`src/rtl/mw8080_ram_arbiter.sv`:
```
// mw8080_ram_arbiter: shares one single-port synchronous work/video RAM
// between the 8080 CPU bus (requester A, fixed priority) and a service
// port (requester B, hiscore load/save and debug readback). A bounded-wait
// counter forces a B slot after MAX_WAIT consecutive A grants that B lost,
// so B cannot starve.
//
// state | meaning
// ------+---------------------------------------------------------------
// IDLE  | waiting for a request; winner's addr/we/wdata latched on exit
// CYC   | RAM sees addr/we; RAM captures on the closing edge
// RD    | ram_rdata valid; owner's ack raised (and rdata loaded on read)
// ACK   | owner's ack high for exactly this cycle, then back to IDLE
module mw8080_ram_arbiter #(
  parameter int AW       = 13,
  parameter int DW       = 8,
  parameter int MAX_WAIT = 4
) (
  input  logic          clk_sys,
  input  logic          reset,

  input  logic          a_req,
  input  logic          a_we,
  input  logic [AW-1:0] a_addr,
  input  logic [DW-1:0] a_wdata,
  output logic          a_ack,
  output logic [DW-1:0] a_rdata,

  input  logic          b_req,
  input  logic          b_we,
  input  logic [AW-1:0] b_addr,
  input  logic [DW-1:0] b_wdata,
  output logic          b_ack,
  output logic [DW-1:0] b_rdata,

  output logic [AW-1:0] ram_addr,
  output logic          ram_we,
  output logic [DW-1:0] ram_wdata,
  input  logic [DW-1:0] ram_rdata,

  output logic          busy,
  output logic          owner
);

  typedef enum logic [1:0] {
    S_IDLE = 2'd0,
    S_CYC  = 2'd1,
    S_RD   = 2'd2,
    S_ACK  = 2'd3
  } state_t;

  localparam logic [3:0] WAIT_MAX = 4'(MAX_WAIT);

  state_t     state;
  logic [3:0] wait_cnt;
  // ram_we is cleared after CYC, so the access direction is kept separately
  // for the RD-edge decision on whether to load rdata.
  logic       cur_we;
  logic       any_req;
  logic       b_wins;

  // Winner selection: a starved B overrides the CPU, otherwise CPU first.
  always_comb begin
    any_req = a_req | b_req;
    b_wins  = (b_req && (wait_cnt == WAIT_MAX)) || (b_req && !a_req);
  end

  // Transaction sequencer with registered RAM strobes, acks and read data.
  always_ff @(posedge clk_sys or posedge reset) begin
    if (reset) begin
      state     <= S_IDLE;
      wait_cnt  <= 4'd0;
      cur_we    <= 1'b0;
      ram_addr  <= '0;
      ram_we    <= 1'b0;
      ram_wdata <= '0;
      a_ack     <= 1'b0;
      b_ack     <= 1'b0;
      a_rdata   <= '0;
      b_rdata   <= '0;
      busy      <= 1'b0;
      owner     <= 1'b0;
    end else begin
      case (state)
        S_IDLE: begin
          if (any_req) begin
            if (b_wins) begin
              ram_addr  <= b_addr;
              ram_we    <= b_we;
              ram_wdata <= b_wdata;
              cur_we    <= b_we;
            end else begin
              ram_addr  <= a_addr;
              ram_we    <= a_we;
              ram_wdata <= a_wdata;
              cur_we    <= a_we;
            end
            owner <= b_wins;
            busy  <= 1'b1;
            state <= S_CYC;
            // Count only grants B actually lost; saturate so B stays forced.
            if (b_wins || !b_req) begin
              wait_cnt <= 4'd0;
            end else if (wait_cnt != WAIT_MAX) begin
              wait_cnt <= wait_cnt + 4'd1;
            end
          end
        end
        S_CYC: begin
          ram_we <= 1'b0;
          state  <= S_RD;
        end
        S_RD: begin
          state <= S_ACK;
          if (owner) begin
            b_ack <= 1'b1;
            if (!cur_we) begin
              b_rdata <= ram_rdata;
            end
          end else begin
            a_ack <= 1'b1;
            if (!cur_we) begin
              a_rdata <= ram_rdata;
            end
          end
        end
        S_ACK: begin
          a_ack <= 1'b0;
          b_ack <= 1'b0;
          busy  <= 1'b0;
          state <= S_IDLE;
        end
        default: begin
          state <= S_IDLE;
        end
      endcase
    end
  end

endmodule

```
`config.mk`:
```
export PLATFORM = sky130hd
export DESIGN_NAME = mw8080_ram_arbiter
export DESIGN_NICKNAME = d
export VERILOG_FILES = /design/src/rtl/mw8080_ram_arbiter.sv
export SDC_FILE = /design/constraint.sdc
export NUM_CORES = 1
export LEC_CHECK = 0
export BUFFER_PORTS_ARGS = -buffer_cell sky130_fd_sc_hd__buf_4
export CAP_MARGIN = 40
export CORE_MARGIN = 2
export CORE_UTILIZATION = 35
export DETAILED_ROUTE_END_ITERATION = 7
export GPL_TIMING_DRIVEN = 0
export PLACE_DENSITY = 0.63
export SETUP_SLACK_MARGIN = 0.02
export SYNTH_ARGS = -nofsm -noshare
export SYNTH_HDL_FRONTEND = slang
export SYNTH_SLANG_ARGS = --single-unit
```
`constraint.sdc`:
```
create_clock -name clk_sys -period 3.6 [get_ports clk_sys]
set_input_delay 0.72 -clock clk_sys [delete_from_list [all_inputs] [get_ports clk_sys]]
set_output_delay 0.72 -clock clk_sys [all_outputs]
set_load 0.03 [all_outputs]
```
# --- Word-level counts from Yosys, hierarchy flattened ---
# Cells that the tools add are included.
totals:
  register_bits: 49
  latchBits: 0
  mem_bits_rw: 0
  rom_bits: 0
  inputBits: 56
  wordCells: 58
  memories: 0
op_classes:
  add_sub_neg: 1
  multipliers: 0
  div: 0
  order_cmp: 0
  eq_ne: 8
  shifts: 0
  n_mux: 15
  n_bitwise: 3
  reduce_logical: 19
ops:
  columns: ["operator", "n"]
  rows:
  - ["13-bit two-way mux", 1]
  - ["2-bit AND reduction", 5]
  - ["3-bit AND reduction", 3]
  - ["4-bit two-way mux", 2]
  - ["8-bit two-way mux", 1]
  - ["1-bit case mux with 2 select lines", 4]
  - ["2-bit case mux with 4 select lines", 1]
  - ["2-bit nonzero test", 4]
  - ["2-bit inequality test, second input constant", 3]
  - ["1-bit two-way mux", 5]
  - ["4-bit by 1-bit adder with 4-bit output, second input constant", 1]
  - ["2-bit equality test, second input constant", 2]
  - ["4-bit by 3-bit equality test with 1-bit output, second input constant", 1]
  - ["4-bit by 3-bit inequality test with 1-bit output, second input constant", 1]
  - ["2-bit by 1-bit equality test with 1-bit output, second input constant", 1]
  - ["1-bit logical AND", 2]
  - ["1-bit logical NOT", 2]
  - ["2-bit logical NOT", 1]
  - ["1-bit logical OR", 2]
  - ["2-bit two-way mux", 1]
  - ["1-bit inverter", 2]
  - ["1-bit OR", 1]

# --- Longest topological paths before layout ---
# Gate-level depths: netlist (run 1).
depth:
  ltp_word: 6
  depth_mapped: 8

# --- Worst setup path after synthesis (run 1) ---
# No wires, ideal clock.
synth_timing:
  path_kind: "input -> register"
  from: "input b_req"
  to: "register ram_wdata[0]"
  setup_time_ps: 128
  t_arrival_ps: 1504
  t_required_ps: 3472
  setup_slack_ps: 1968
  stages: 6
  path_buffers: 3
  cell_sequence: "buf_4 > o21a_1 > buf_4 > buf_4 > nand2_1 > o211ai_2"
synth_between:
  elab_chain_cells: 3
synth_lines:
  columns: ["element", "line", "text"]
  rows:
  - ["start, declared", "28", "input logic b_req,"]
  - ["1-bit logical AND", "64", "b_wins = (b_req && (wait_cnt == WAIT_MAX)) || (b_req && !a_req);"]
  - ["1-bit logical OR", "64", null]
  - ["8-bit two-way mux", "86", "if (b_wins) begin"]
  - ["end signal, assigned", "89", "ram_wdata <= b_wdata;"]
  - ["end signal, assigned", "94", "ram_wdata <= a_wdata;"]
  - ["end, declared", "37", "output logic [DW-1:0] ram_wdata,"]
# Several ways; a longest one is shown, not always the timed one.
# A chain may end at the register's enable or synchronous reset.

# --- Worst setup path in the final report (run 1) ---
layout_timing:
  from: "register state[0]"
  to: "register ram_addr[10]"
layout_between:
  elab_chain_cells: 2
layout_lines:
  columns: ["element", "line", "text"]
  rows:
  - ["start, declared", "53", "state_t state;"]
  - ["start signal, assigned", "70", "state <= S_IDLE;"]
  - ["start signal, assigned", "99", "state <= S_CYC;"]
  - ["start signal, assigned", "110", "state <= S_RD;"]
  - ["2-bit logical NOT", "83", "case (state)"]
  - ["2-bit AND reduction (no source line)", null, null]
  - ["end signal, assigned", "87", "ram_addr <= b_addr;"]
  - ["end signal, assigned", "92", "ram_addr <= a_addr;"]
  - ["end, declared", "35", "output logic [AW-1:0] ram_addr,"]
# No other way between the ends.

==> flow_summary.ini, run 1 <==
[floorplan]
die_x_um = 88.5
die_y_um = 88.5
row_count = 30
ioPinCount = 98
initial_core_util_pct = 36.4
coreArea_um2 = 6870
die_area_um2 = 7830

[clock_network]
cts_tree = done
htreeDepth = 2
hold_buffers = 0
clk_pin_slew_ns = 0.09
postCtsSetupBuffers = 0
insertion_delay_ns = 0.30
cts.sinks = 49
ctsRootBufferMaster = clkbuf_8
cts_resized = 0
cts_made_buffers = 5
ctsLongestPathBuffers = 2

[critical_path]
r2r-end = ram_addr[10]
path_cells = inv_1 -> ha_1 -> buf_2 -> o21a_1 -> buf_4 -> buf_4 -> nand2_1 -> o211ai_2
r2r-start = state[0]
reg2reg_depth = 8
crit_buf_inv = 4
start_kind = flop
critical_path_required_ns = 3.83
worst-r2r-setup-slack_ns = 1.90
crit_family = buffers and inverters
crit_fanout = 10
slowest_stage = dfrtp_1
critPathMostFrequentCell = buf_4
worst_ep_arrival_time_ns = 1.93
end_kind = flop
path_class = reg -> reg
max_stage_delay_ns = 0.41

[synth]
synth_common_cells = nand2_1 (52), dfrtp_1 (49), nand4_1 (22)
ys_seq_area_share_pct = 49.0
ys_warn_count = 0
synthFlopType = dfrtp_1
synth_cells = 226
ys_ff_latch = 49
yosysTopAreaCellShare_pct = 49.0
synthTopCellsByArea = dfrtp_1 (49%), o211ai_2 (9.5%), nand2_1 (7.8%), nand4_1 (5.5%), mux2_4 (4.8%)
synth_edf_count = 0
synthesis.nets = 289
synth_area_um2 = 2500
synth.avg_cell_area_um2 = 11.1
synth.distinct_cells = 37
yosys.area.top_type = dfrtp_1
ys_async_sr_fraction_pct = 100
synth_most_common_cell = nand2_1

[min_path]
hold_path_class = in -> async

[layout]
area_growth_pct = 37.7
stdcell_count = 425
layout-drive-gt1-share_pct = 45.0
fillers = 648
post-route-util_pct = 50.1
nNetsFinal = 392
num_antenna_cells = 0

[grt]
grt_pass1_wl_mm = 10.2
grt_antenna_before_repair = 0
gr-total-overflow = 0
grt_use_total_pct = 16.8
grt_pass1_vias = 2184
grt_max_degree = 30

[drt]
num_vias = 2079
totalWireLength_mm = 6.29
drt_iter0_drc = 58
drc_errors = 0
via_per_inst = 4.89
wl_per_cell_um = 14.8
ant_nets = 0
dr.pass1.iters = 4

[sta]
maxSlewHeadroom_pct = 67.9
tightest_slew_ns = 0.481
rsz0062_at_grt = false
drv_slew = 0
finalClockSkew_ns = 0.00681
fin_hold_ws_ns = 0.436
setup_viol = 0
finalHoldViolCount = 0
fmax_mhz = 588
setup_tns_ns = 0
fin_crit_sh_pct = 47.3
fin_crit_ns = 1.70

[status]
status = completed

[pwr]
p_per_area_nw_per_um2 = 858
ir_drop_v = 0.000289
total_power_mw = 2.96
p_leak_nw = 1.68

[placed_design]
portBuffers = 95
routabilityCongestion = 0.732
dpl.cell_count = 418
hpwl_mm = 4.81

[job]
cap_violations = 0
==> layout make-up <==
cell class,count,area [µm²],area share [%]
buffer,17,98.8,2.87
clock buffer,6,82.6,2.40
clock inverter,1,7.51,0.218
timing repair buffer,96,733,21.3
tap,96,120,3.49
sequential,49,1230,35.6
inverter,9,33.8,0.981
multi-input combinational,151,1140,33.1
==> layer usage <==
| metal | vias to the layer above | wire length (µm) | track usage, % |
|---|---|---|---|
| met4 | 0 | 69 | 4.82 |
| met1 | 986 | 2850 | 21.0 |
| met2 | 77 | 2920 | 28.5 |
| met5 | - | 0 | 0 |
| li1 | 1008 | - | - |
| met3 | 8 | 448 | 4.66 |
==> report_power, final <==
part           leakage, nW  total (mW)  switching [mW]  internal, mW
Sequential           0.603       0.972           0.162         0.810
Combinational         1.03        1.65           0.980         0.669
Clock               0.0433       0.335           0.183         0.152
Total                 1.68        2.96            1.32          1.63
==> worst max-delay path by stage <==
stage,endpoint,cells after the start,from
detailed placement,ram_wdata[7],5,b_req
floorplan,a_ack,1,reset
CTS,state[1],5,state[0]
global route,ram_addr[8],8,state[0]
finish,ram_addr[10],8,state[0]
global placement,ram_addr[1],2,reset
==> layout by cell type (no fill, tap or decap), types with 2 or more instances in the layout <==
master / netlist / final
clkbuf_8: 0 / 6
inv_1: 9 / 8
o211ai_2: 19 / 19
nand3_1: 2 / 2
nand4_1: 22 / 22
mux2_4: 8 / 8
nand2b_1: 2 / 2
buf_2: 7 / 7
buf_6: 2 / 2
buf_4: 3 / 98
o211ai_1: 3 / 3
or2_1: 2 / 2
ha_1: 7 / 7
o2bb2ai_1: 2 / 2
dfrtp_1: 49 / 49
o21ai_0: 2 / 2
mux2_1: 9 / 9
nand2_1: 52 / 52
o21ai_1: 3 / 3
clkbuf_1: 5 / 5
==> logic make-up after synthesis <==
kind of cell             count (synthesis)  share of synthesized area (%)
AO/OA/AOI/OAI                           38                           15.1
adder cells (fa/ha/maj)                  7                           3.50
buffers and inverters                   26                           5.31
flip-flops                              49                           49.0
multiplexers                            17                           8.86
AND/OR/NAND/NOR                         89                           18.2
==> registers in the layout, summed over array words and instances, names as in the netlist <==
name	cells
cur_we	1
state	2
busy	1
owner	1
ram_addr	13
wait_cnt	4
a_rdata	8
b_rdata	8
ram_wdata	8
a_ack	1
b_ack	1
ram_we	1
==> stage by stage <==
| step | setup slack, ns | cell area [µm²] |
|---|---|---|
| after floorplan | 1.71 | 2500 |
| after global placement | 1.00 | 3330 |
| after detailed placement | 1.83 | 3350 |
| after CTS | 1.88 | 3440 |
| after global routing | 1.75 | 3440 |
| final | 1.90 | 3440 |
Power figures use the tool's default switching activity.
==> run 2: changes to the inputs <==
ABC_AREA = 1   (was default)
clock period = 1.7 ns   (was 3.6 ns; I/O delays follow)
==> flow_summary.ini, run 2 <==
[drt]
ant_nets = 0
dr.pass1.iters = 5
via_per_inst = 4.59
totalWireLength_mm = 6.11
drt_iter0_drc = 63
drc_errors = 0
wl_per_cell_um = 12.6
num_vias = 2225

[synth]
synthTopCellsByArea = dfrtp_1 (52%), nand2_1 (21%), nand3_1 (5.9%), o21ai_0 (5.5%), inv_1 (4.0%)
synthesis.nets = 362
synth_most_common_cell = nand2_1
ys_async_sr_fraction_pct = 100
synth_common_cells = nand2_1 (134), dfrtp_1 (49), nand3_1 (28)
yosysTopAreaCellShare_pct = 51.7
yosys.area.top_type = dfrtp_1
synth_cells = 299
synth_area_um2 = 2370
synth.avg_cell_area_um2 = 7.94
ys_ff_latch = 49
synth.distinct_cells = 22
synth_edf_count = 0
ys_seq_area_share_pct = 51.7
synthFlopType = dfrtp_1
ys_warn_count = 0

[critical_path]
end_kind = flop
path_class = reg -> reg
crit_fanout = 10
worst_ep_arrival_time_ns = 1.80
start_kind = flop
critical_path_required_ns = 1.90

[floorplan]
initial_core_util_pct = 35.5
die_y_um = 86.4
die_area_um2 = 7460
row_count = 30
ioPinCount = 98
die_x_um = 86.4
coreArea_um2 = 6680

[pwr]
p_leak_nw = 1.90
power.switching_mw = 2.81
pwr-share-seq_pct = 32.4
swShare_pct = 44.4
p_per_area_nw_per_um2 = 1880
combPwrFrac_pct = 51.8
total_power_mw = 6.33
p_clk_share_pct = 15.8
intPower_mw = 3.52
ir_drop_v = 0.000994

[layout]
nNetsFinal = 467
multi_input_area_um2 = 962
largest_reg_flops = 13
num_antenna_cells = 0
final_cell_mix = nand2_1 (132), buf_4 (100), dfrtp_1 (49), nand3_1 (28), o21ai_0 (26)
mostFrequentLayoutCell = nand2_1
regArea_um2 = 1230
stdcell_count = 485
fillers = 653
area_growth_pct = 42.0
layout-drive-gt1-share_pct = 32.1
post-route-util_pct = 50.4
top_register = ram_addr

[grt]
grt_pass1_vias = 2196
gr-total-overflow = 0
grt_max_degree = 27
grt_use_total_pct = 16.9
grt_antenna_before_repair = 0
grt_pass1_wl_mm = 10.1

[sta]
fmax_mhz = 624
fin_crit_sh_pct = 94.2
tightest_slew_ns = 0.533
drv_slew = 0
setup_viol = 0
fin_crit_ns = 1.60
finalClockSkew_ns = 0.00428
finalHoldViolCount = 0
maxSlewHeadroom_pct = 64.4

[clock_network]
ctsLongestPathBuffers = 2
hold_buffers = 0
cts_made_buffers = 5
htreeDepth = 2
ctsRootBufferMaster = clkbuf_8
cts_tree = done
cts.sinks = 49
clk_pin_slew_ns = 0.09
insertion_delay_ns = 0.30

[placed_design]
portBuffers = 96
dpl.cell_count = 476
hpwl_mm = 4.44
routabilityCongestion = 0.798

[job]
cap_violations = 0

[min_path]
hold_path_class = in -> async

[status]
status = completed
## run 2: changes by cell type after synthesis, moves of 8 or more
cell	delta
o21ai_0	+24
nand3_1	+26
nand4_1	-19
mux2_1	-9
o211ai_2	-19
mux2_4	-8
inv_1	+16
nand2_1	+82
## run 2: per-stage QoR
stage	area, µm²	setup WS, ns	hold slack [ns]	setup TNS [ns]
2_1_floorplan	2370	0.187	0.500	0
3_3_place_gp	3190	-0.515	0.463	-25.13
3_5_place_dp	3210	0.0141	0.428	0
4_1_cts	3350	0.0247	0.0933	0
5_1_grt	3370	-0.0206	0.102	-0.0413
6_report	3370	0.0979	0.0766	0
## run 2: metal layers
metal	part of all wire [%]	wire, µm	track usage (%)
met1	47	2900	23.5
met2	43	2650	27.1
met3	8.5	521	4.19
met4	0.75	46	3.41
met5	0	0	0
## run 2: final cells by class
class                   count  share of cell area [%]
flip-flops and latches     49                    36.4
multi-input cells         209                    28.6
repair buffers             98                    22.2
inverters                  27                    3.01
clock inverters             3                    2.04
well taps                  80                    2.97
clock buffers               5                    2.04
plain buffers              14                    2.78
## run 2: final timing paths
check                                  start     endpoint  slack, ns  cells past startpoint
worst max-delay path             wait_cnt[0]  ram_addr[7]        0.1                     10
min in group clk_sys            ram_rdata[1]   b_rdata[1]       0.30                      3
worst min-delay path                   reset  ram_addr[8]       0.08                      2
max in group asynchronous              reset  wait_cnt[1]       1.12                      3
worst min register to register   ram_addr[8]  ram_addr[8]       0.49                      2
worst max register to register   wait_cnt[0]  ram_addr[7]        0.1                     10
## run 2: cell families (layout without fill, tap and decap cells)
family | count (synthesis) | after routing | synth area share (%)
compound gates | 31 | 31 | 7.22
fa+ha+maj | 7 | 7 | 3.69
buf+inv | 41 | 147 | 8.12
flops | 49 | 49 | 51.7
simple gates | 171 | 171 | 29.3
## run 2: power by group through the flow
| stage | clock (mW) | sequential, mW | combinational, mW |
|---|---|---|---|
| after CTS | 1.02 | 2.04 | 3.28 |
| after global placement | 0 | 2.05 | 3.22 |
| after floorplan | 0 | 2.97 | 1.13 |
| after global routing | 1.08 | 2.12 | 3.59 |
| after detailed placement | 0 | 2.05 | 3.28 |
| final | 0.999 | 2.05 | 3.28 |
## run 2: critical path, stage by stage, from the launching register on
cell     delay (ns)
dfrtp_1        0.39
inv_1          0.11
ha_1           0.21
nand3_1        0.11
nand2_2        0.13
nand2_2        0.11
buf_4          0.20
nand2_1        0.07
nand2_1        0.06
nand2_1        0.06
nand2_1        0.05
## run 2: repair_timing
item	4_1_cts	5_1_grt
endpoints found under the setup margin	0	38
buffers inserted	0	1
resized for setup	0	11
